===== config.mk =====
export PLATFORM = sky130hd
export DESIGN_NAME = alu_cmd_seq
export DESIGN_NICKNAME = d
export VERILOG_FILES = /design/src/rtl/alu_cmd_seq.sv
export SDC_FILE = /design/constraint.sdc
export NUM_CORES = 1
export LEC_CHECK = 0
export ABC_AREA = 1
export CAP_MARGIN = 5
export CORE_ASPECT_RATIO = 1.4
export CORE_MARGIN = 2
export CORE_UTILIZATION = 50
export CTS_CLUSTER_SIZE = 25
export DETAILED_ROUTE_END_ITERATION = 8
export DONT_BUFFER_PORTS = 1
export PLACE_DENSITY = 0.68
export SLEW_MARGIN = 30
export SYNTH_ARGS = -nofsm -noshare
export SYNTH_HDL_FRONTEND = slang
export SYNTH_SLANG_ARGS = --single-unit
export TNS_END_PERCENT = 5

===== constraint.sdc =====
create_clock -name i_clk -period 1.4 [get_ports i_clk]
set_input_delay 0.21 -clock i_clk [delete_from_list [all_inputs] [get_ports i_clk]]
set_output_delay 0.21 -clock i_clk [all_outputs]
set_load 0.02 [all_outputs]

===== src/rtl/alu_cmd_seq.sv =====
//==============================================================================
// Module      : alu_cmd_seq
// Description : Valid/ready command sequencer feeding a registered ALU stage and
//               returning captured results; optional flags via ALU_CMD_FLAGS_EN.
// Revision    : 1.0 - initial release
//==============================================================================
`default_nettype none

module alu_cmd_seq #(
  parameter int N = 32
) (
  input  logic         i_clk,
  input  logic         i_rstn,
  input  logic         i_cmd_valid,
  output logic         o_cmd_ready,
  input  logic [2:0]   i_cmd_f,
  input  logic [N-1:0] i_cmd_a,
  input  logic [N-1:0] i_cmd_b,
  output logic [N-1:0] o_alu_a,
  output logic [N-1:0] o_alu_b,
  output logic [2:0]   o_alu_f,
  input  logic [N-1:0] i_alu_y,
  input  logic         i_alu_c,
  output logic         o_rsp_valid,
  input  logic         i_rsp_ready,
  output logic [N-1:0] o_rsp_y,
  output logic         o_rsp_c,
  output logic         o_rsp_err,
`ifdef ALU_CMD_FLAGS_EN
  output logic         o_rsp_z,
  output logic         o_rsp_n,
`endif
  output logic [15:0]  o_done_cnt
);

  localparam logic [2:0] C_F_ILLEGAL = 3'b011;

  typedef enum logic [1:0] {
    S_IDLE = 2'd0,
    S_EXEC = 2'd1,
    S_RESP = 2'd2
  } state_t;

  state_t       r_state;
  state_t       w_next;
  logic         w_cmd_ready;
  logic         w_accept;
  logic         w_illegal;
  logic         w_rsp_hs;

  logic [N-1:0] r_alu_a;
  logic [N-1:0] r_alu_b;
  logic [2:0]   r_alu_f;
  logic [N-1:0] r_rsp_y;
  logic         r_rsp_c;
  logic         r_rsp_err;
  logic [15:0]  r_done_cnt;

  always_comb begin
    w_next      = r_state;
    w_cmd_ready = (r_state == S_IDLE) || ((r_state == S_RESP) && i_rsp_ready);
    w_accept    = i_cmd_valid && w_cmd_ready;
    w_illegal   = (i_cmd_f == C_F_ILLEGAL);
    w_rsp_hs    = (r_state == S_RESP) && i_rsp_ready;
    case (r_state)
      S_IDLE: begin
        if (w_accept) w_next = w_illegal ? S_RESP : S_EXEC;
      end
      S_EXEC: begin
        w_next = S_RESP;
      end
      S_RESP: begin
        // A response handshake may coincide with accepting the next command.
        if (w_accept)      w_next = w_illegal ? S_RESP : S_EXEC;
        else if (w_rsp_hs) w_next = S_IDLE;
      end
      default: begin
        w_next = S_IDLE;
      end
    endcase
  end

  always_ff @(posedge i_clk or negedge i_rstn) begin
    if (!i_rstn) r_state <= S_IDLE;
    else         r_state <= w_next;
  end

  always_ff @(posedge i_clk or negedge i_rstn) begin
    if (!i_rstn) begin
      r_alu_a    <= '0;
      r_alu_b    <= '0;
      r_alu_f    <= '0;
      r_rsp_y    <= '0;
      r_rsp_c    <= 1'b0;
      r_rsp_err  <= 1'b0;
      r_done_cnt <= '0;
    end else begin
      if (w_accept && !w_illegal) begin
        r_alu_a <= i_cmd_a;
        r_alu_b <= i_cmd_b;
        r_alu_f <= i_cmd_f;
      end
      if (w_accept && w_illegal) begin
        r_rsp_y   <= '0;
        r_rsp_c   <= 1'b0;
        r_rsp_err <= 1'b1;
      end else if (r_state == S_EXEC) begin
        r_rsp_y   <= i_alu_y;
        r_rsp_c   <= i_alu_c;
        r_rsp_err <= 1'b0;
      end
      if (w_rsp_hs) r_done_cnt <= r_done_cnt + 16'd1;
    end
  end

`ifdef ALU_CMD_FLAGS_EN
  logic r_rsp_z;
  logic r_rsp_n;

  always_ff @(posedge i_clk or negedge i_rstn) begin
    if (!i_rstn) begin
      r_rsp_z <= 1'b0;
      r_rsp_n <= 1'b0;
    end else if (w_accept && w_illegal) begin
      r_rsp_z <= 1'b0;
      r_rsp_n <= 1'b0;
    end else if (r_state == S_EXEC) begin
      r_rsp_z <= (i_alu_y == '0);
      r_rsp_n <= i_alu_y[N-1];
    end
  end

  assign o_rsp_z = r_rsp_z;
  assign o_rsp_n = r_rsp_n;
`endif

  assign o_cmd_ready = w_cmd_ready;
  assign o_rsp_valid = (r_state == S_RESP);
  assign o_alu_a     = r_alu_a;
  assign o_alu_b     = r_alu_b;
  assign o_alu_f     = r_alu_f;
  assign o_rsp_y     = r_rsp_y;
  assign o_rsp_c     = r_rsp_c;
  assign o_rsp_err   = r_rsp_err;
  assign o_done_cnt  = r_done_cnt;

endmodule

`default_nettype wire

==> PnR_summary.wiki, run 1 <==
{| class="wikitable"
! Metric !! Value
|-
| Combinational fraction of design power || about 24%
|-
| Final setup skew || between 7 and 8 ps
|-
| Mean instance size in the synthesized netlist || a little over 8 sq um
|-
| Pin count of the biggest net entering global routing || 120
|-
| Initial standard-cell utilization of the core || approximately 51%
|-
| Switching Power || 0.006833 W
|-
| Core area || 9899 sq um
|-
| WS Path Type || flop to output pin
|-
| Initial antenna violation count || 0
|-
| Power per unit of standard cell area || about 2400 nW/um^2
|-
| DR DRC count || 0
|-
| Final count of negative-setup-slack endpoints || 13
|-
| Mapped Nets || 719
|-
| Clock Sinks || 119
|-
| Cells after synthesis || slightly above 600
|-
| Fin nets || 826
|-
| Clock power share || 29.3%
|-
| Hold WC Path Type || input port to asynchronous set/reset pin
|-
| Final number of max-transition violations || 0
|-
| # H-tree levels || 4
|-
| Total gr overflow || 0
|-
| Post-route cell area || 6999 sq um
|-
| Overall global routing resource usage || between 20% and 30%
|-
| Share of the yosys chip area belonging to registers || approximately 59%
|-
| Num rows || 43
|-
| Worst-path fanout max || 3
|-
| Worst-case vdd ir drop || roughly 1.4 mV
|-
| Minimum period implied by the final worst setup slack || roughly 1400 ps
|-
| Number of port buffers || 0
|-
| Via total after detailed routing || between 4000 and 5000
|-
| Final worst-path setup slack || -40.12 ps
|-
| Drt wl/cell || 15.90 um
|-
| Area growth, synth to finish || 38.40%
|-
| Net switching share of the total power || between 40% and 50%
|-
| Type of element launching the critical path || flop
|-
| Worst rel slew slack || between 70 and 80%
|-
| Static power due to leakage || approximately 3.8 nW
|-
| Internal power of the cells || 0.01001 W
|-
| Die width || just under 90 um
|-
| Kind of cell with the highest combined delay on the critical path || flip-flops
|-
| Overall die area || 10950 sq um
|-
| Post-synthesis register bit count || 119
|-
| Number of global-route vias before repair || approximately 4300
|-
| Worst setup EP type || output pin
|-
| Number of maximum-capacitance constraint violations || 0
|-
| Cell-by-cell trace of the critical path || or2_1, nand2_2, buf_6
|-
| Buffers and inverters on the worst path || 1
|-
| Routability Congestion || 0.7726
|-
| Final antenna-violating net count || 0
|-
| Vias per Instance || approximately 5.0
|-
| Clock Pin Slew Worst Setup and Hold Paths || roughly 50 ps
|-
| Count of antenna diodes in the layout || 0
|-
| Estimated wirelength of the detail-placed design || just over 8000 um
|-
| CTS tree || yes
|-
| Part of the total power dissipated in sequential elements || a little under half
|-
| Share of the cycle needed by the critical path after routing || 102.9%
|-
| Clock latency on the worst-skew pair || between 400 and 500 ps
|-
| Count of final hold-check violations || roughly 120
|-
| Vertical extent of the die || between 100 and 150 um
|-
| Fin Hold WS || -496.9 ps
|-
| Largest stage delay on the critical path || 390 ps
|-
| Unrepaired setup endpoints after global routing || yes
|-
| TritonCTS buffer count || 17
|-
| Synth unique cells || 22
|-
| Fillers || roughly 750
|-
| Total I/O pin count || ~220
|-
| Global-route wire length before repair || between 20000 and 25000 um
|-
| Slew @ Worst Pin || between 300 and 400 ps
|-
| Number of buffers added to fix hold violations after cts || between 70 and 80
|-
| Slowest-stage cell, CP || sky130_fd_sc_hd__dfrtp_1
|-
| Share of cells above drive strength 1 || 12.26%
|-
| Outcome || finished, violations left
|-
| Fin util || between 70% and 80%
|-
| Root Buffer Master || sky130_fd_sc_hd__clkbuf_16
|-
| Data arrival time of the critical path || around 1200 ps
|-
| Total cell area at the placement stage || about 5400 sq um
|-
| Maximum clock insertion buffer count || 2
|-
| Total standard cell area after synthesis || 5057 sq um
|-
| Drt initial violations || 203
|-
| Required arrival time at the worst endpoint || roughly 1200 ps
|-
| Total wirelength of the detailed-routed design || between 10000 and 15000 um
|-
| Violations in the final reports || hold timing, setup timing
|-
| Number of warnings reported in the yosys synthesis log || 0
|-
| Maximum achievable frequency || 694.4 MHz
|-
| Count of TritonRoute iterations in the first routing pass || 4
|}
## path summary, 6_finish.rpt
check	startpoint	endpoint	slack [ps]	cells after the start
min in group i_clk	i_alu_y[7]	o_rsp_y[7]	20	4
min reg2reg	o_done_cnt[0]	o_done_cnt[0]	510	1
max in group asynchronous	i_rstn	o_done_cnt[0]	1720	0
max reg2reg	r_state[1]	o_alu_a[12]	-30	9
max	r_state[1]	o_cmd_ready	-40	3
min	i_rstn	o_rsp_y[13]	-500	0
## placed cells by master (no fill, tap or decap), drive strengths merged
cell type    count
nand2          331
dfrtp          119
dlygate4sd3     75
inv             55
buf             38
o21ai           36
clkbuf          20
nor2            16
nand3            9
xor2             6
bufinv           6
nand4            5
xnor2            4
clkinv           4
nor3             3
clkinvlp         2
or2              1
o21bai           1
mux2             1
ha               1
bufbuf           1
## kinds of logic after synthesis
logic type / share of synthesized area (%)
AO/OA/AOI/OAI: 3.711
flip-flops: 58.88
XOR/XNOR: 1.732
adder cells (fa/ha/maj): 0.2474
buffers and inverters: 7.026
multiplexers: 0.2226
AND/OR/NAND/NOR: 28.18
## metal layers
metal	global-route usage, %	up-vias	part of all wire, %	wire [um]
met5	0	-	0	0
met2	42.86	193	54	7408
met3	9.279	21	8.2	1137
li1	-	2069	-	-
met4	8.396	0	1.8	251
met1	27.87	2043	36	5021
## power by group through the flow
stage | registers (W) | logic, W | clock network (W)
after floorplan | 0.00750 | 0.00258 | 0
after detailed placement | 0.00781 | 0.00349 | 0
final | 0.00783 | 0.00408 | 0.00493
after global placement | 0.00779 | 0.00330 | 0
after CTS | 0.00780 | 0.00382 | 0.00503
after global routing | 0.00799 | 0.00467 | 0.00518
## final cells by class
cell class / count / area [sq um] / share of cell area, %
flip-flops and latches: 119 / 2979 / 42.56
multi-input cells: 414 / 1754 / 25.06
repair buffers: 116 / 1214 / 17.34
clock buffers: 18 / 429.2 / 6.132
clock inverters: 14 / 247.7 / 3.540
inverters: 53 / 206.4 / 2.950
well taps: 135 / 168.9 / 2.413
## repair_timing
action | 4_1_cts | 5_1_grt
endpoints found under the setup margin | 36 | 105
endpoints found under the hold margin | 194 | 119
gates cloned | 1 | 2
pin swaps | 1 | 0
setup buffers | 4 | 2
gates resized for setup | 6 | 9
## cells in the mapped netlist
| cell type | count | area share (%) |
|---|---|---|
| sky130_fd_sc_hd__or2_1 | 1 | 0.12 |
| sky130_fd_sc_hd__nor2_1 | 15 | 1.1 |
| sky130_fd_sc_hd__buf_6 | 5 | 1.1 |
| sky130_fd_sc_hd__ha_1 | 1 | 0.25 |
| sky130_fd_sc_hd__buf_2 | 11 | 1.1 |
| sky130_fd_sc_hd__clkbuf_1 | 12 | 0.89 |
| sky130_fd_sc_hd__nand2_2 | 1 | 0.12 |
| sky130_fd_sc_hd__inv_1 | 49 | 3.6 |
| sky130_fd_sc_hd__nand3_1 | 8 | 0.79 |
| sky130_fd_sc_hd__nand3_4 | 1 | 0.35 |
| sky130_fd_sc_hd__o21bai_1 | 1 | 0.15 |
| sky130_fd_sc_hd__nand4_1 | 5 | 0.62 |
| sky130_fd_sc_hd__nand2_1 | 329 | 24 |
| sky130_fd_sc_hd__o21ai_0 | 36 | 3.6 |
| sky130_fd_sc_hd__mux2_2 | 1 | 0.22 |
| sky130_fd_sc_hd__nand2_4 | 1 | 0.22 |
| sky130_fd_sc_hd__dfrtp_1 | 119 | 59 |
| sky130_fd_sc_hd__nor2_2 | 1 | 0.12 |
| sky130_fd_sc_hd__xor2_1 | 6 | 1.0 |
| sky130_fd_sc_hd__nor3_1 | 3 | 0.30 |
| sky130_fd_sc_hd__xnor2_1 | 4 | 0.69 |
| sky130_fd_sc_hd__inv_2 | 4 | 0.30 |
## flip-flops by register name (all words and copies together), names as in the netlist
| signal | cells |
|---|---|
| o_alu_a | 32 |
| o_alu_b | 32 |
| o_rsp_y | 32 |
| o_done_cnt | 16 |
| o_alu_f | 3 |
| r_state | 2 |
| o_rsp_c | 1 |
| o_rsp_err | 1 |
## metrics by stage
step	power (W)	instances	TNS, ps	setup slack (ps)	hold WS [ps]
after detailed placement	0.01130	753	-126.0	-23.01	-83.27
after global placement	0.01110	753	0	17.13	-83.14
final	0.01684	869	-130.8	-40.12	-496.9
after global routing	0.01784	869	-6612	-119.4	-527.2
after CTS	0.01665	865	-122.1	-60.36	-519.0
after floorplan	0.01008	614	-1501	-27.20	-85.59
(Power assumes the default switching activity.)
==> run 2, diff against run 1 <==
--- a/config.mk
+++ b/config.mk
@@ -6,7 +6,7 @@
 export NUM_CORES = 1
 export LEC_CHECK = 0
 export ABC_AREA = 1
-export CAP_MARGIN = 5
+export CAP_MARGIN = 20
 export CORE_ASPECT_RATIO = 1.4
 export CORE_MARGIN = 2
 export CORE_UTILIZATION = 50
==> results of run 2 <==
Same layout as run 1: the final DEF is identical, and so are final timing and power.
==> run 3, diff against run 2 <==
--- a/config.mk
+++ b/config.mk
@@ -13,7 +13,7 @@
 export CTS_CLUSTER_SIZE = 25
 export DETAILED_ROUTE_END_ITERATION = 8
 export DONT_BUFFER_PORTS = 1
-export PLACE_DENSITY = 0.68
+export PLACE_DENSITY = 0.71
 export SLEW_MARGIN = 30
 export SYNTH_ARGS = -nofsm -noshare
 export SYNTH_HDL_FRONTEND = slang
==> run 3 against run 2 <==
The run still ends with hold timing, setup timing left. Flip-flop and latch count unchanged. Critical path type is now flop to flop. Core utilization shrank 0.11 points. Via count is 3.9% higher. Largest power group unchanged. Sequential power about the same. Cell area fell by 0.16%. Power decreased by 2.7%. Die area stayed put.
==> PnR_summary.wiki, run 3 (synthesis gave the netlist of run 1 again) <==
{| class="wikitable"
! Metric !! Value
|-
| Setup slack of the most critical reg-to-reg path || -70 ps (-40 ps)
|-
| Minimum period implied by the final worst setup slack || 1467 ps (+27.19 ps)
|-
| Clock Pin Slew Worst Setup and Hold Paths || 60 ps (about the same)
|-
| Die width || 89 um (unchanged)
|-
| Number of port buffers || 0 (unchanged)
|-
| Total I/O pin count || 223 (unchanged)
|-
| Post-placement cell count || 748 (-0.66%)
|-
| Vertical extent of the die || 123.0 um (unchanged)
|-
| Most common cell on crit path || sky130_fd_sc_hd__nand2_1
|-
| Hold WC Path Type || input port to asynchronous set/reset pin
|-
| WS Path Type || flop to flop
|-
| # H-tree levels || 4 (unchanged)
|-
| Type of element launching the critical path || flop
|-
| Maximum clock insertion buffer count || 2 (unchanged)
|-
| Maximum achievable frequency || 681.5 MHz (-1.9%)
|-
| Final Instance Count excl. Fillers || 868 (-0.12%)
|-
| Final worst-path setup slack || -67.31 ps (-27.19 ps)
|-
| Num rows || 43 (unchanged)
|-
| CTS tree || yes
|-
| Initial standard-cell utilization of the core || 51.09% (unchanged)
|-
| Slew @ Worst Pin || 404.4 ps (+55.41 ps)
|-
| Number of global-route vias before repair || 4253 (-1.2%)
|-
| Number of buffers added to fix hold violations after cts || 76 (+1.3%)
|-
| Routability Congestion || 0.8204 (+6.2%)
|-
| Amount of wire on met2 after detailed routing || 7604 um (+2.6%)
|-
| Clock Sinks || 119 (unchanged)
|-
| Slowest-stage cell, CP || sky130_fd_sc_hd__dfrtp_1
|-
| Global-route wire length before repair || 20210 um (-1.9%)
|-
| Data arrival time of the critical path || 1740 ps (+510 ps)
|-
| Overall global routing resource usage || 24.29% (-0.50 points)
|-
| Core area || 9899 sq um (unchanged)
|-
| Cell-by-cell trace of the critical path || or2_1, nand2_4, nand2_2, inv_2, nand2_8, buf_6, nand2_1, nand2_1
|-
| Total gr overflow || 0 (unchanged)
|-
| Initial antenna violation count || 1 (+1)
|-
| Violations in the final reports || hold timing, setup timing
|-
| Number of maximum-capacitance constraint violations || 0 (unchanged)
|-
| Startpoint of the worst-slack reg-to-reg timing path || r_state[0]
|-
| Count of TritonRoute iterations in the first routing pass || 5 (+1)
|-
| Worst-case vdd ir drop || 1.344 mV (-6.4%)
|-
| Area growth, synth to finish || 38.17%
|-
| Drt initial violations || 251 (+24%)
|-
| Drt wl/cell || 16.94 um (+6.6%)
|-
| Total Neg Setup Slack || -1651 ps (-1520 ps)
|-
| Largest stage delay on the critical path || 390 ps (about the same)
|-
| Final number of max-transition violations || 0 (unchanged)
|-
| Unrepaired setup endpoints after global routing || yes
|-
| Overall die area || 10950 sq um (unchanged)
|-
| Share of cells above drive strength 1 || 13.39% (+1.1 points)
|-
| Final setup skew || 5.323 ps (-1.717 ps)
|-
| Vias per Instance || 5.180 (+4.0%)
|-
| Required arrival time at the worst endpoint || 1680 ps (+490 ps)
|-
| Worst-path fanout max || 19 (+16)
|-
| Outcome || finished, violations left
|-
| Fin nets || 825 (-0.12%)
|-
| Root Buffer Master || sky130_fd_sc_hd__clkbuf_16
|-
| Most used cells in the layout excluding fill and tap cells || sky130_fd_sc_hd__nand2_1, sky130_fd_sc_hd__dfrtp_1, sky130_fd_sc_hd__dlygate4sd3_1
|-
| Worst rel slew slack || 73.04% (-3.7 points)
|-
| Final antenna-violating net count || 0 (unchanged)
|-
| Final count of negative-setup-slack endpoints || 62 (+49)
|-
| Share of the cycle needed by the critical path after routing || 104.8% (+1.9 points)
|-
| Fin Hold WS || -498.3 ps (-1.401 ps)
|-
| Estimated wirelength of the detail-placed design || 7719 um (-4.3%)
|-
| Highest metal layer with signal wires || met4
|-
| Count of final hold-check violations || 119 (unchanged)
|-
| DRT met1 WL || 5237 um (+4.3%)
|-
| TritonCTS buffer count || 17 (unchanged)
|-
| Cell depth of the worst flop-to-flop path || 8 (-1)
|-
| Clock latency on the worst-skew pair || 400 ps (about the same)
|-
| Worst r2r dst || o_alu_b[19]
|-
| CP startpoint || r_state[0]
|-
| Power per unit of standard cell area || 2345 nW/um^2 (-2.5%)
|-
| Detailed route wirelength on metal3 || 1392 um (+22%)
|-
| Via total after detailed routing || 4496 (+3.9%)
|-
| Pin count of the biggest net entering global routing || 120 (unchanged)
|-
| Most common cell after layout, fill and taps aside || sky130_fd_sc_hd__nand2_1
|-
| DR DRC count || 0 (unchanged)
|-
| Static power due to leakage || 3.753 nW (-0.81%)
|-
| Worst setup EP type || flop
|-
| Total wirelength of the detailed-routed design || 14710 um (+6.4%)
|}
[run 3: cell count changes in the layout (fill, tap and decap cells not counted), moves of 3 or more]
cell | previous run | this run
sky130_fd_sc_hd__buf_6 | 2 | 5
sky130_fd_sc_hd__buf_4 | 29 | 22
sky130_fd_sc_hd__nand2_1 | 326 | 317
sky130_fd_sc_hd__nand2_2 | 4 | 12
sky130_fd_sc_hd__clkinvlp_4 | 2 | 6
sky130_fd_sc_hd__clkbuf_16 | 19 | 22
sky130_fd_sc_hd__bufinv_16 | 6 | 2
[run 3: worst max-delay path: cells and delay by family, from the launching register on]
kind | cells | cell delay [ps]
flip-flops | 1 | 390
buffers and inverters | 2 | 280
AND/OR/NAND/NOR | 6 | 670
[run 3: power by group]
part	internal [W]	switching, W	total, W	leakage [nW]
clock	0.00262	0.00158	0.00420	0.264
combinational	0.00185	0.00249	0.00433	2.01
sequential	0.00491	0.00295	0.00785	1.48
total	0.00937	0.00701	0.0164	3.75
[run 3: routing by layer]
metal | GRT usage (%) | up-vias
met5 | 0 | -
met1 | 27.18 | 2108
met3 | 8.545 | 42
met2 | 40.63 | 281
li1 | - | 2065
met4 | 12.03 | 0
[run 3: worst max path at each step]
stage / depth (start not counted) / to
after floorplan: 9 / o_alu_a[0]
after global placement: 7 / o_rsp_y[27]
after detailed placement: 7 / o_rsp_err
after CTS: 3 / o_cmd_ready
after global routing: 10 / o_alu_b[5]
final: 8 / o_alu_b[19]
[run 3: area by class of cell]
cell class                      count  area (sq um)
Sequential cell                   119          2979
Fill cell                         726          2912
Multi-Input combinational cell    414          1784
Timing Repair Buffer              114          1240
Clock buffer                       17         425.4
Inverter                           53         225.2
Tap cell                          135         168.9
Clock inverter                     14         153.9
Timing Repair inverter              1         8.758
Antenna cell                        1         2.502
[run 3: stage by stage]
| stage | instance area, sq um | setup slack (ps) | power (W) | utilization, % |
|---|---|---|---|---|
| floorplan | 5074 | -27.20 | 0.01008 | - |
| global placement | 5339 | -24.98 | 0.01104 | 53.93 |
| detailed placement | 5339 | -89.48 | 0.01121 | 53.93 |
| CTS | 6760 | -74.64 | 0.01582 | 68.29 |
| global route | 6988 | -136.5 | 0.01731 | 70.59 |
| finish | 6988 | -67.31 | 0.01639 | 70.59 |
[run 3: timing repair]
action | CTS | global route
setup buffers | 3 | 0
endpoints found under the hold margin | 195 | 119
cloned | 1 | 8
pin swaps | 2 | 1
endpoints found under the setup margin | 102 | 106
gates resized for setup | 7 | 24
